`src/rtl/seq_frame_ctrl_if.sv`:
```
// Host-side bundle for seq_frame_ctrl: configuration, run control, serial data and results.
// Optional cfg_mask is present only when SEQ_FRAME_CTRL_MASK_EN is defined.
interface seq_frame_ctrl_if #(
    parameter int MAX_LEN = 8,
    parameter int CNT_W   = 8
);
    localparam int LEN_W = $clog2(MAX_LEN + 1);

    logic               cfg_we;
    logic [MAX_LEN-1:0] cfg_pattern;
`ifdef SEQ_FRAME_CTRL_MASK_EN
    logic [MAX_LEN-1:0] cfg_mask;
`endif
    logic [LEN_W-1:0]   cfg_len;
    logic [CNT_W-1:0]   cfg_frames;
    logic               start;
    logic               abort;
    logic               data;
    logic               busy;
    logic               match;
    logic               not_match;
    logic               done;
    logic [CNT_W-1:0]   match_cnt;
    logic [CNT_W-1:0]   miss_cnt;

    modport master (
`ifdef SEQ_FRAME_CTRL_MASK_EN
        output cfg_mask,
`endif
        output cfg_we, cfg_pattern, cfg_len, cfg_frames, start, abort, data,
        input  busy, match, not_match, done, match_cnt, miss_cnt
    );

    modport slave (
`ifdef SEQ_FRAME_CTRL_MASK_EN
        input  cfg_mask,
`endif
        input  cfg_we, cfg_pattern, cfg_len, cfg_frames, start, abort, data,
        output busy, match, not_match, done, match_cnt, miss_cnt
    );
endinterface

```
`src/rtl/seq_frame_ctrl.sv`:
```
// Non-overlapping serial frame checker with run control, saturating hit/miss counters
// and frame budget. Define SEQ_FRAME_CTRL_MASK_EN to add per-bit don't-care masking.
module seq_frame_ctrl #(
    parameter int MAX_LEN = 8,
    parameter int CNT_W   = 8
) (
    input  logic            clk,
    input  logic            rst_n,
    seq_frame_ctrl_if.slave bus
);
    localparam int LEN_W = $clog2(MAX_LEN + 1);
    localparam int IDX_W = $clog2(MAX_LEN);

    typedef enum logic {S_IDLE, S_RUN} state_t;

    state_t             state_q;
    logic [MAX_LEN-1:0] pat_q;
    logic [MAX_LEN-1:0] ign;
    logic [LEN_W-1:0]   len_q;
    logic [CNT_W-1:0]   frames_q;
    logic [CNT_W-1:0]   frame_cnt_q;
    logic [CNT_W-1:0]   match_cnt_q;
    logic [CNT_W-1:0]   miss_cnt_q;
    logic [IDX_W-1:0]   idx_q;
    logic               err_q;
    logic               busy_q;
    logic               match_q;
    logic               not_match_q;
    logic               done_q;

    logic [IDX_W-1:0]   last_idx;
    logic [IDX_W-1:0]   pos;
    logic               bit_err;
    logic               frame_err;
    logic               last_bit;
    logic               budget_hit;
    logic [CNT_W-1:0]   frame_cnt_d;
    logic [CNT_W-1:0]   match_cnt_d;
    logic [CNT_W-1:0]   miss_cnt_d;

    function automatic logic [CNT_W-1:0] sat_inc(input logic [CNT_W-1:0] v);
        return (&v) ? v : v + CNT_W'(1);
    endfunction

    // Out-of-range lengths are folded once at write time so the run logic never sees them.
    function automatic logic [LEN_W-1:0] norm_len(input logic [LEN_W-1:0] l);
        if (l == '0)
            return LEN_W'(1);
        if (l > LEN_W'(MAX_LEN))
            return LEN_W'(MAX_LEN);
        return l;
    endfunction

`ifdef SEQ_FRAME_CTRL_MASK_EN
    logic [MAX_LEN-1:0] ign_q;
    assign ign = ign_q;
`else
    assign ign = '0;
`endif

    always_comb begin
        last_idx    = IDX_W'(len_q - LEN_W'(1));
        pos         = last_idx - idx_q;
        bit_err     = (bus.data ^ pat_q[pos]) & ~ign[pos];
        frame_err   = err_q | bit_err;
        last_bit    = (idx_q == last_idx);
        frame_cnt_d = frame_cnt_q + CNT_W'(1);
        budget_hit  = (frames_q != '0) && (frame_cnt_d == frames_q);
        match_cnt_d = sat_inc(match_cnt_q);
        miss_cnt_d  = sat_inc(miss_cnt_q);
    end

    always_ff @(posedge clk or negedge rst_n) begin
        if (!rst_n) begin
            state_q     <= S_IDLE;
            pat_q       <= '0;
`ifdef SEQ_FRAME_CTRL_MASK_EN
            ign_q       <= '0;
`endif
            len_q       <= LEN_W'(1);
            frames_q    <= '0;
            frame_cnt_q <= '0;
            match_cnt_q <= '0;
            miss_cnt_q  <= '0;
            idx_q       <= '0;
            err_q       <= 1'b0;
            busy_q      <= 1'b0;
            match_q     <= 1'b0;
            not_match_q <= 1'b0;
            done_q      <= 1'b0;
        end else begin
            match_q     <= 1'b0;
            not_match_q <= 1'b0;
            done_q      <= 1'b0;
            case (state_q)
                S_IDLE: begin
                    if (bus.cfg_we) begin
                        pat_q    <= bus.cfg_pattern;
`ifdef SEQ_FRAME_CTRL_MASK_EN
                        ign_q    <= bus.cfg_mask;
`endif
                        len_q    <= norm_len(bus.cfg_len);
                        frames_q <= bus.cfg_frames;
                    end
                    if (bus.start && !bus.abort) begin
                        state_q     <= S_RUN;
                        busy_q      <= 1'b1;
                        idx_q       <= '0;
                        err_q       <= 1'b0;
                        frame_cnt_q <= '0;
                        match_cnt_q <= '0;
                        miss_cnt_q  <= '0;
                    end
                end
                S_RUN: begin
                    // Abort dominates a verdict landing on the same edge.
                    if (bus.abort) begin
                        state_q <= S_IDLE;
                        busy_q  <= 1'b0;
                    end else if (last_bit) begin
                        idx_q       <= '0;
                        err_q       <= 1'b0;
                        frame_cnt_q <= frame_cnt_d;
                        if (frame_err) begin
                            not_match_q <= 1'b1;
                            miss_cnt_q  <= miss_cnt_d;
                        end else begin
                            match_q     <= 1'b1;
                            match_cnt_q <= match_cnt_d;
                        end
                        if (budget_hit) begin
                            state_q <= S_IDLE;
                            busy_q  <= 1'b0;
                            done_q  <= 1'b1;
                        end
                    end else begin
                        idx_q <= idx_q + IDX_W'(1);
                        err_q <= frame_err;
                    end
                end
                default: state_q <= S_IDLE;
            endcase
        end
    end

    assign bus.busy      = busy_q;
    assign bus.match     = match_q;
    assign bus.not_match = not_match_q;
    assign bus.done      = done_q;
    assign bus.match_cnt = match_cnt_q;
    assign bus.miss_cnt  = miss_cnt_q;
endmodule
```
`src/flat_wrapper.sv`:
```
// flat-port wrapper written by rule: the top's interface ports become plain ports
module seq_frame_ctrl_flat 
#(
    parameter int MAX_LEN = 8,
    parameter int CNT_W   = 8
)
  (clk, rst_n, bus_cfg_we, bus_cfg_pattern, bus_cfg_len, bus_cfg_frames, bus_start, bus_abort, bus_data, bus_busy, bus_match, bus_not_match, bus_done, bus_match_cnt, bus_miss_cnt);
  seq_frame_ctrl_if #(.MAX_LEN(MAX_LEN), .CNT_W(CNT_W)) bus_i ();
  input  logic clk;
  input  logic rst_n;
  input wire logic [$bits(bus_i.cfg_we)-1:0] bus_cfg_we;
  input wire logic [$bits(bus_i.cfg_pattern)-1:0] bus_cfg_pattern;
  input wire logic [$bits(bus_i.cfg_len)-1:0] bus_cfg_len;
  input wire logic [$bits(bus_i.cfg_frames)-1:0] bus_cfg_frames;
  input wire logic [$bits(bus_i.start)-1:0] bus_start;
  input wire logic [$bits(bus_i.abort)-1:0] bus_abort;
  input wire logic [$bits(bus_i.data)-1:0] bus_data;
  output wire logic [$bits(bus_i.busy)-1:0] bus_busy;
  output wire logic [$bits(bus_i.match)-1:0] bus_match;
  output wire logic [$bits(bus_i.not_match)-1:0] bus_not_match;
  output wire logic [$bits(bus_i.done)-1:0] bus_done;
  output wire logic [$bits(bus_i.match_cnt)-1:0] bus_match_cnt;
  output wire logic [$bits(bus_i.miss_cnt)-1:0] bus_miss_cnt;
  assign bus_i.cfg_we = bus_cfg_we;
  assign bus_i.cfg_pattern = bus_cfg_pattern;
  assign bus_i.cfg_len = bus_cfg_len;
  assign bus_i.cfg_frames = bus_cfg_frames;
  assign bus_i.start = bus_start;
  assign bus_i.abort = bus_abort;
  assign bus_i.data = bus_data;
  assign bus_busy = bus_i.busy;
  assign bus_match = bus_i.match;
  assign bus_not_match = bus_i.not_match;
  assign bus_done = bus_i.done;
  assign bus_match_cnt = bus_i.match_cnt;
  assign bus_miss_cnt = bus_i.miss_cnt;
  seq_frame_ctrl #(.MAX_LEN(MAX_LEN), .CNT_W(CNT_W)) u_core (.clk(clk), .rst_n(rst_n), .bus(bus_i));
endmodule
```
`config.mk`:
```
export PLATFORM = sky130hd
export DESIGN_NAME = seq_frame_ctrl_flat
export DESIGN_NICKNAME = d
export VERILOG_FILES = /design/src/rtl/seq_frame_ctrl_if.sv /design/src/rtl/seq_frame_ctrl.sv /design/src/flat_wrapper.sv
export SDC_FILE = /design/constraint.sdc
export NUM_CORES = 1
export LEC_CHECK = 0
export CAP_MARGIN = 25
export CORE_ASPECT_RATIO = 0.7
export CORE_UTILIZATION = 54
export DETAILED_ROUTE_END_ITERATION = 6
export HOLD_SLACK_MARGIN = 0.05
export PLACE_DENSITY = 0.81
export SYNTH_ARGS = -nofsm -noshare
export SYNTH_HDL_FRONTEND = slang
export SYNTH_SLANG_ARGS = --single-unit
```
`constraint.sdc`:
```
create_clock -name clk -period 3.5 [get_ports clk]
set_input_delay 0.525 -clock clk [delete_from_list [all_inputs] [get_ports clk]]
set_output_delay 0.525 -clock clk [all_outputs]
set_load 0.01 [all_outputs]
```
Word level (Yosys, flattened, before mapping)
Memory sizes are Yosys's and may differ from the RTL's.
Index checks and enable logic that the tools add are counted.
{ "word_totals": {"regBits": 52, "out_inout_bits": 20, "memories": 1, "rom_bits": 8, "elab_cells": 109} }
{ "mem_list": {"columns": ["memory", "words", "word_bits", "read_ports", "rd_ports_with_merged_regs", "wr", "line", "text"], "rows": [
  ["(no name shown)", 8, 1, 1, 0, 0, "seq_frame_ctrl.sv:64", "bit_err = (bus.data ^ pat_q[pos]) & ~ign[pos];"]
]} }
{ "classes": {"magnitude_cmp": 2, "eq_ne": 11, "muxes": 58, "reduce_logical": 13, "bitwise": 5, "n_addsub": 6} }
{ "ops": {"columns": ["cell", "count"], "rows": [
  ["$mux W8", 11],
  ["$pmux W8 S2", 3],
  ["$mux W1", 32],
  ["$add A8 B1 Y8 const B", 3],
  ["$mux W3", 7],
  ["$reduce_and A8 Y1", 2],
  ["$ne A2 B2 Y1 const B", 6],
  ["$reduce_and A5 Y1", 2],
  ["$eq A8 B8 Y1", 1],
  ["$reduce_bool A8 Y1", 1],
  ["$ne A3 B3 Y1 const B", 2],
  ["$pmux W1 S2", 3],
  ["$pmux W3 S2", 1],
  ["$reduce_and A3 Y1", 2],
  ["$gt A4 B4 Y1 const B", 1],
  ["$logic_not A4 Y1", 1],
  ["$lt A3 B4 Y1 const B", 1],
  ["$reduce_and A2 Y1", 2],
  ["$add A3 B1 Y3 const B", 1],
  ["$bmux W1 S3", 1],
  ["$eq A3 B3 Y1", 1],
  ["$sub A3 B1 Y3 const B", 1],
  ["$sub A3 B3 Y3", 1],
  ["$logic_and A1 B1 Y1", 2],
  ["6 further kinds", 7]
]} }

Longest topological paths before layout
Gate-level depths: netlist of run 1.
{ "logic_depth": {"depth_word": 11, "depth_mapped": 10, "mapped_depth_nobuf": 9} }

Worst setup path before layout of run 1
Ideal clock, no wire load.
{ "synth_timing": {"path_kind": "flip-flop to flip-flop", "start": "register u_core.len_q[0]", "end": "register u_core.match_cnt_q[0], in the netlist u_core.bus.match_cnt[0]", "setup_time_ns": 0.069, "n_path_buf": 1, "stages_incl_launch_ff": 11, "slack_ns": 0.430, "arrival_ns": 3.001, "required_time_ns": 3.431, "path_cell_list": "dfstp_2 inv_1 ha_1 fa_1 mux4_2 or3_1 a21oi_4 o22ai_4 buf_6 or4b_1 nand3_1"} }
{ "synth_between": {"elab_chain_len": 9, "elab_cells_between_ends": 14, "classes_between": "add/sub: 2; eq/ne: 3; mux: 3; bitwise: 4; reduce/logical: 1; memory: 1"} }
{ "synth_rtl": {"columns": ["element", "line", "text"], "rows": [
  ["start: declaration", "seq_frame_ctrl.sv:19", "logic [LEN_W-1:0] len_q;"],
  ["start signal: assignment", "seq_frame_ctrl.sv:102", "len_q <= norm_len(bus.cfg_len);"],
  ["$sub A3 B1 Y3 *", "seq_frame_ctrl.sv:62", "last_idx = IDX_W'(len_q - LEN_W'(1));"],
  ["$sub A3 B3 Y3", "seq_frame_ctrl.sv:63", "pos = last_idx - idx_q;"],
  ["$mem_v2 Z8 W1 or $bmux W1 S3 (tied branches)", null, null],
  ["$mux W1 (not written as such)", "seq_frame_ctrl.sv:64", null],
  ["$not A1 Y1 or $xor A1 B1 Y1 (tied branches)", "seq_frame_ctrl.sv:64", null],
  ["$and A1 B1 Y1", "seq_frame_ctrl.sv:64", null],
  ["$or A1 B1 Y1", "seq_frame_ctrl.sv:65", "frame_err = err_q | bit_err;"],
  ["$ne A2 B2 Y1 (no source line)", null, null],
  ["$reduce_and A5 Y1 (no source line) *", null, null],
  ["end signal: assignment", "seq_frame_ctrl.sv:129", "match_cnt_q <= match_cnt_d;"],
  ["end: declaration", "seq_frame_ctrl.sv:22", "logic [CNT_W-1:0] match_cnt_q;"]
]} }
Mark *: on every way between the ends. The rest lies on a longest branch, timed or not. The select of a mux whose other input is x is not followed.
A chain may end at the register's enable or synchronous reset.

Final worst setup path of run 1
{ "layout_timing": {"start": "register u_core.len_q[0]", "end": "register u_core.match_cnt_q[7], in the netlist u_core.bus.match_cnt[7]"} }
Same word-level chain as after synthesis.

==> results of run 1 <==
## cell usage after synthesis, drive strengths merged (2+ instances only)
master | instances | area [sq um]
a211o | 2 | 17.5
a21o | 5 | 37.5
a21oi | 4 | 31.3
a22o | 5 | 43.8
and3 | 4 | 25.0
clkbuf | 12 | 45.0
dfrtp | 51 | 1280
ha | 7 | 87.6
inv | 11 | 41.3
mux4 | 2 | 45.0
nand2 | 83 | 312
nand2b | 8 | 50.1
nand3 | 23 | 115
nand3b | 4 | 30.0
nor2 | 16 | 60.1
nor2b | 3 | 18.8
nor3 | 6 | 30.0
nor4 | 3 | 18.8
o211ai | 5 | 37.5
o21ai | 15 | 75.1
o221ai | 2 | 17.5
o311ai | 3 | 26.3
o31ai | 3 | 22.5
or3 | 2 | 12.5
or3b | 2 | 17.5
or4 | 4 | 30.0
xnor2 | 10 | 87.6
xor2 | 4 | 35.0
## stage by stage
step,total power [mW],utilization [%],area (sq um)
after detailed placement,1.43,68.7,3390
final,1.84,71.1,3510
after global placement,1.40,68.7,3390
after global routing,1.96,71.1,3510
after floorplan,1.19,-,2860
after CTS,1.84,71.0,3510
## critical path, cell delays in order (launching register included)
cell     delay (ns)
dfstp_2        0.55
inv_1          0.05
ha_1           0.32
fa_1           0.52
mux4_2         0.31
or3_1          0.38
a21oi_4        0.18
buf_4          0.17
o22ai_4        0.13
o311a_1        0.36
a211o_1        0.26
## power groups by stage
stage / Clock, mW / Sequential, mW / Combinational, mW
2_1_floorplan: 0 / 0.811 / 0.379
3_3_place_gp: 0 / 0.811 / 0.591
3_5_place_dp: 0 / 0.813 / 0.614
4_1_cts: 0.420 / 0.802 / 0.622
5_1_grt: 0.444 / 0.821 / 0.693
6_report: 0.409 / 0.804 / 0.627
## cell usage in the layout, fill, tap and decap left out, types with 8 or more instances in the layout
cell type and n:
dfrtp_1 51, xnor2_1 10, inv_1 11, nand2_1 83
clkdlybuf4s50_1 44, nand3_1 23, o21ai_0 15, nor2_1 16
buf_4 8, nand2b_1 8
## per-layer routing
| layer | track usage, % | up-vias | share of wire (%) |
|---|---|---|---|
| met2 | 39.9 | 72 | 46 |
| met4 | 6.75 | 0 | 1.2 |
| li1 | - | 1195 | - |
| met1 | 34.9 | 1169 | 47 |
| met3 | 5.15 | 11 | 5.3 |
| met5 | 0 | - | 0 |
## cells by family after synthesis
group | share of synthesized area [%]
flops | 45.6
fa+ha+maj | 3.76
mux | 1.93
xor+xnor | 5.08
compound gates | 13.7
simple gates | 26.6
buf+inv | 3.41
## layout make-up
type                            count  area [sq um]
Clock buffer                        6          72.6
Sequential cell                    52          1300
Clock inverter                      2          35.0
Inverter                           11          41.3
Multi-Input combinational cell    240          1470
Fill cell                         420          1430
Tap cell                           69          86.3
Timing Repair Buffer               53           505
## state kept, by name, indices dropped and copies added (netlist names), 3 cells and up
signal / flops
u_core.bus.miss_cnt: 8
u_core.idx_q: 3
u_core.frames_q: 8
u_core.pat_q: 8
u_core.bus.match_cnt: 8
u_core.len_q: 3
u_core.frame_cnt_q: 8
## worst max path at each step
| stage | startpoint | endpoint | slack, ns |
|---|---|---|---|
| after floorplan | u_core.len_q[0] | u_core.bus.match_cnt[0] | 0.43 |
| after global routing | u_core.len_q[0] | u_core.bus.match_cnt[7] | 0.03 |
| final | u_core.len_q[0] | u_core.bus.match_cnt[7] | 0.16 |
| after detailed placement | u_core.len_q[0] | u_core.bus.miss_cnt[2] | -0.13 |
| after global placement | u_core.len_q[0] | u_core.bus.miss_cnt[2] | -0.02 |
| after CTS | u_core.len_q[0] | u_core.bus.miss_cnt[2] | 0.13 |
## timing repair
action / CTS / global route
hold endpoints to repair: 0 / 0
gates cloned: 0 / 0
gates resized for setup: 1 / 1
endpoints found under the setup margin: 3 / 2
hold buffers: 0 / 0
==> flow_metrics.tcl, run 1 <==
set metrics [dict create \
    dp_cells 425 \
    skew_ns 0.00667 \
    worstPathRequired_ns 3.70 \
    min_period_over_period_pct 95.3 \
    peakVddDrop_v 0.000230 \
    worstSetupEndpointType "register" \
    p_seq_share_pct 43.7 \
    drc_errors 0 \
    ys_seq_area_share_pct 45.6 \
    dpl.hpwl_mm 4.53 \
    die-area_sq_mm 0.00559 \
    postRouteAntennaNets 0 \
    viasPerCell 5.65 \
    cap_violations 0 \
    gp_congestion 0.850 \
    row_count 21 \
    critical_path_class "register to register" \
    power_switching_mw 0.625 \
    htree_levels 2 \
    r2r_cells 10 \
    synth_edf_count 0 \
    syn_nets 350 \
    hold_class "input port to asynchronous set/reset pin" \
    share_comb_of_total_power_pct 34.1 \
    postSynthAreaPerCell_sq_um 9.05 \
    setup_viol 0 \
    wl_mm 6.30 \
    dr.first_iter.drc_count 177 \
    antenna_found_initial 0 \
    p_leak_nw 1.62 \
    clock_path_buffers 2 \
    grt_usage_pct 25.1 \
    r2r_end "u_core.bus.match_cnt[7]" \
    setup_tns_ns 0 \
    rsz0062_at_grt "false" \
    p_clk_share_pct 22.2 \
    synthArstFlopShare_pct 100 \
    nNetsFinal 397 \
    synthFlopType "dfrtp_1" \
    drive_above_1_share_pct 7.14 \
    cp_max_fo 15 \
    r2r_start "u_core.len_q[0]" \
    switching_share_pct 34.0 \
    area_growth_pct 22.9 \
    clk_latency_ns 0.31 \
    cts_tree "yes" \
    syn_inst 316 \
    fp.dieH_um 62.9 \
    start_util_pct 57.9 \
    first_global_vias 2364 \
    fin_crit_ns 3.34 \
    synth_warnings 0 \
    portBuffers 45 \
    place_ws_ns -0.129 \
    grt_pass1_wl_mm 10.8 \
    cts_buffers 5 \
    syn_area_sq_mm 0.00286 \
    n_antenna_cell 0 \
    root_buffer "clkbuf_8" \
    status "finished, final reports clean" \
    tightest_slew_ns 0.685 \
    critPathLaunchType "register" \
    finalNonFillerCells 433 \
    critPathArrivalTime_ns 3.54 \
    powerDensity_mw_per_mm2 524 \
    cts.sinks 52 \
    synth_seq_cells 52 \
    dr.pass1.iters 4 \
    relSlewSlack_pct 53.9 \
    setup_slack_ns 0.164 \
    p_int_mw 1.21 \
    clkSlewWorstSetupHoldPaths_ns 0.09 \
    wl_per_cell_um 14.5 \
    hold_viol_final 0 \
    ios 46 \
    die_x_um 89.0 \
    r2r_slack_ns 0.16 \
    whs_ns 0.181 \
    core-area_sq_mm 0.00494 \
    fmax_mhz 300 \
    synth.distinct_cells 46 \
    slew_violations 0 \
    cts_setup_buffers 0 \
    grt_overflow 0 \
    grt_start_max_net_pins 32 \
    vias 2447 \
]
No activity file was read; power rests on OpenSTA's default activity.
==> run 2, diff against run 1 <==
--- a/config.mk
+++ b/config.mk
@@ -7,10 +7,12 @@
 export LEC_CHECK = 0
 export CAP_MARGIN = 25
 export CORE_ASPECT_RATIO = 0.7
+export CORE_MARGIN = 2
 export CORE_UTILIZATION = 54
 export DETAILED_ROUTE_END_ITERATION = 6
 export HOLD_SLACK_MARGIN = 0.05
 export PLACE_DENSITY = 0.81
+export SLEW_MARGIN = 20
 export SYNTH_ARGS = -nofsm -noshare
 export SYNTH_HDL_FRONTEND = slang
 export SYNTH_SLANG_ARGS = --single-unit
==> flow_metrics.tcl, run 2 (synthesized netlist as in run 1, its figures left out) <==
set metrics [dict create \
    fin_crit_ns 3.30 \
    clk_latency_ns 0.31 \
    status "finished, final reports clean" \
    antenna_found_initial 0 \
    cap_violations 0 \
    core-area_sq_mm 0.00517 \
    cts_setup_buffers 0 \
    portBuffers 45 \
    cts_buffers 5 \
    r2r_start "u_core.len_q[0]" \
    die_x_um 91.0 \
    dpl.hpwl_mm 4.41 \
    worstPathRequired_ns 3.70 \
    relSlewSlack_pct 50.6 \
    hold_buffers 0 \
    drc_errors 0 \
    wl_mm 6.14 \
    place_ws_ns -0.0591 \
    tightest_slew_ns 0.735 \
    power_switching_mw 0.622 \
    final_cell_mix "nand2_1, dfrtp_1, clkdlybuf4s50_1" \
    critPathArrivalTime_ns 3.50 \
    clock_path_buffers 2 \
    ios 46 \
    grt_start_max_net_pins 32 \
    wl_per_cell_um 14.1 \
    p_leak_nw 1.61 \
    start_util_pct 55.2 \
    first_global_vias 2323 \
    crit_path_start "u_core.len_q[0]" \
    hold_viol_final 0 \
    dr.first_iter.drc_count 148 \
    p_clk_share_pct 20.8 \
    p_seq_share_pct 45.2 \
    r2r_cells 10 \
    r2r_end "u_core.bus.match_cnt[7]" \
    setup_viol 0 \
    cts_tree "yes" \
    hold_class "input port to asynchronous set/reset pin" \
    n_antenna_cell 0 \
    layout_commonest_cell "nand2_1" \
    drive_above_1_share_pct 6.91 \
    critPathLaunchType "register" \
    skew_ns 0.00900 \
    r2r_slack_ns 0.20 \
    powerDensity_mw_per_mm2 511 \
    p_int_mw 1.16 \
    postRouteAntennaNets 0 \
    cts.sinks 52 \
    row_count 22 \
    switching_share_pct 35.0 \
    gp_congestion 0.790 \
    share_comb_of_total_power_pct 33.9 \
    fp.dieH_um 64.9 \
    nNetsFinal 395 \
    fmax_mhz 303 \
    dr.pass1.iters 4 \
    slew_violations 0 \
    root_buffer "clkbuf_8" \
    setup_slack_ns 0.203 \
    vias 2407 \
    die-area_sq_mm 0.00590 \
    ctsResizeCount 1 \
    grt_pass1_wl_mm 10.7 \
    clkSlewWorstSetupHoldPaths_ns 0.10 \
    worstSetupEndpointType "register" \
    min_period_over_period_pct 94.2 \
    rsz0062_at_grt "false" \
    critical_path_class "register to register" \
    cp_max_fo 15 \
    grt_overflow 0 \
    finalPower_mw 1.78 \
    viasPerCell 5.55 \
    htree_levels 2 \
    area_growth_pct 21.9 \
    grt_usage_pct 22.4 \
    peakVddDrop_v 0.000287 \
]
## run 2: cell types whose count changed in the layout (fill, tap and decap cells not counted)
cell | previous run | this run
bufinv_16 | 1 | 0
clkbuf_8 | 5 | 6
inv_6 | 0 | 1
buf_4 | 8 | 6
nor3_4 | 1 | 0
clkbuf_1 | 1 | 0
nor3_2 | 0 | 1
## run 2: metrics by stage
| stage | hold slack (ns) | utilization (%) | std cells | setup TNS, ns | instance area [sq um] |
|---|---|---|---|---|---|
| global route | 0.222 | 67.3 | 434 | 0 | 3480 |
| CTS | 0.200 | 67.3 | 434 | 0 | 3480 |
| global placement | 0.461 | 65.4 | 426 | -0.00671 | 3380 |
| floorplan | 0.229 | - | 316 | 0 | 2860 |
| finish | 0.187 | 67.3 | 434 | 0 | 3480 |
| detailed placement | 0.463 | 65.4 | 426 | -0.0697 | 3380 |
## run 2: final cells by class
type	count	area (sq um)
multi-input cells	240	1460
repair buffers	51	490
well taps	72	90.1
fillers	454	1690
clock buffers	6	82.6
inverters	11	41.3
clock inverters	2	13.8
flip-flops and latches	52	1300
## run 2: per-layer routing
metal	global-route usage, %	vias up	routed length (um)
met5	0	-	0
met4	6.06	0	78
met3	3.84	8	280
met2	34.5	58	2720
met1	32.8	1144	3060
li1	-	1197	-
## run 2: how the worst max path moves through the flow
stage / end / slack (ns)
2_1_floorplan: u_core.bus.match_cnt[0] / 0.43
5_1_grt: u_core.bus.miss_cnt[2] / 0.03
3_5_place_dp: u_core.bus.miss_cnt[2] / -0.06
6_report: u_core.bus.match_cnt[7] / 0.20
4_1_cts: u_core.bus.match_cnt[7] / 0.20
3_3_place_gp: u_core.bus.miss_cnt[2] / -0.007
## run 2: critical path: stages, from the launching register on
cell	delay, ns
dfstp_2	0.54
inv_1	0.05
ha_1	0.32
fa_1	0.53
mux4_2	0.31
or3_1	0.37
a21oi_4	0.16
buf_4	0.16
o22ai_4	0.13
o311a_1	0.36
a211o_1	0.26
## run 2: power groups by stage
stage	logic [mW]	registers, mW	clock network (mW)
6_report	0.603	0.805	0.371
5_1_grt	0.670	0.821	0.401
4_1_cts	0.609	0.803	0.377
3_5_place_dp	0.603	0.814	0
3_3_place_gp	0.580	0.811	0
2_1_floorplan	0.379	0.811	0
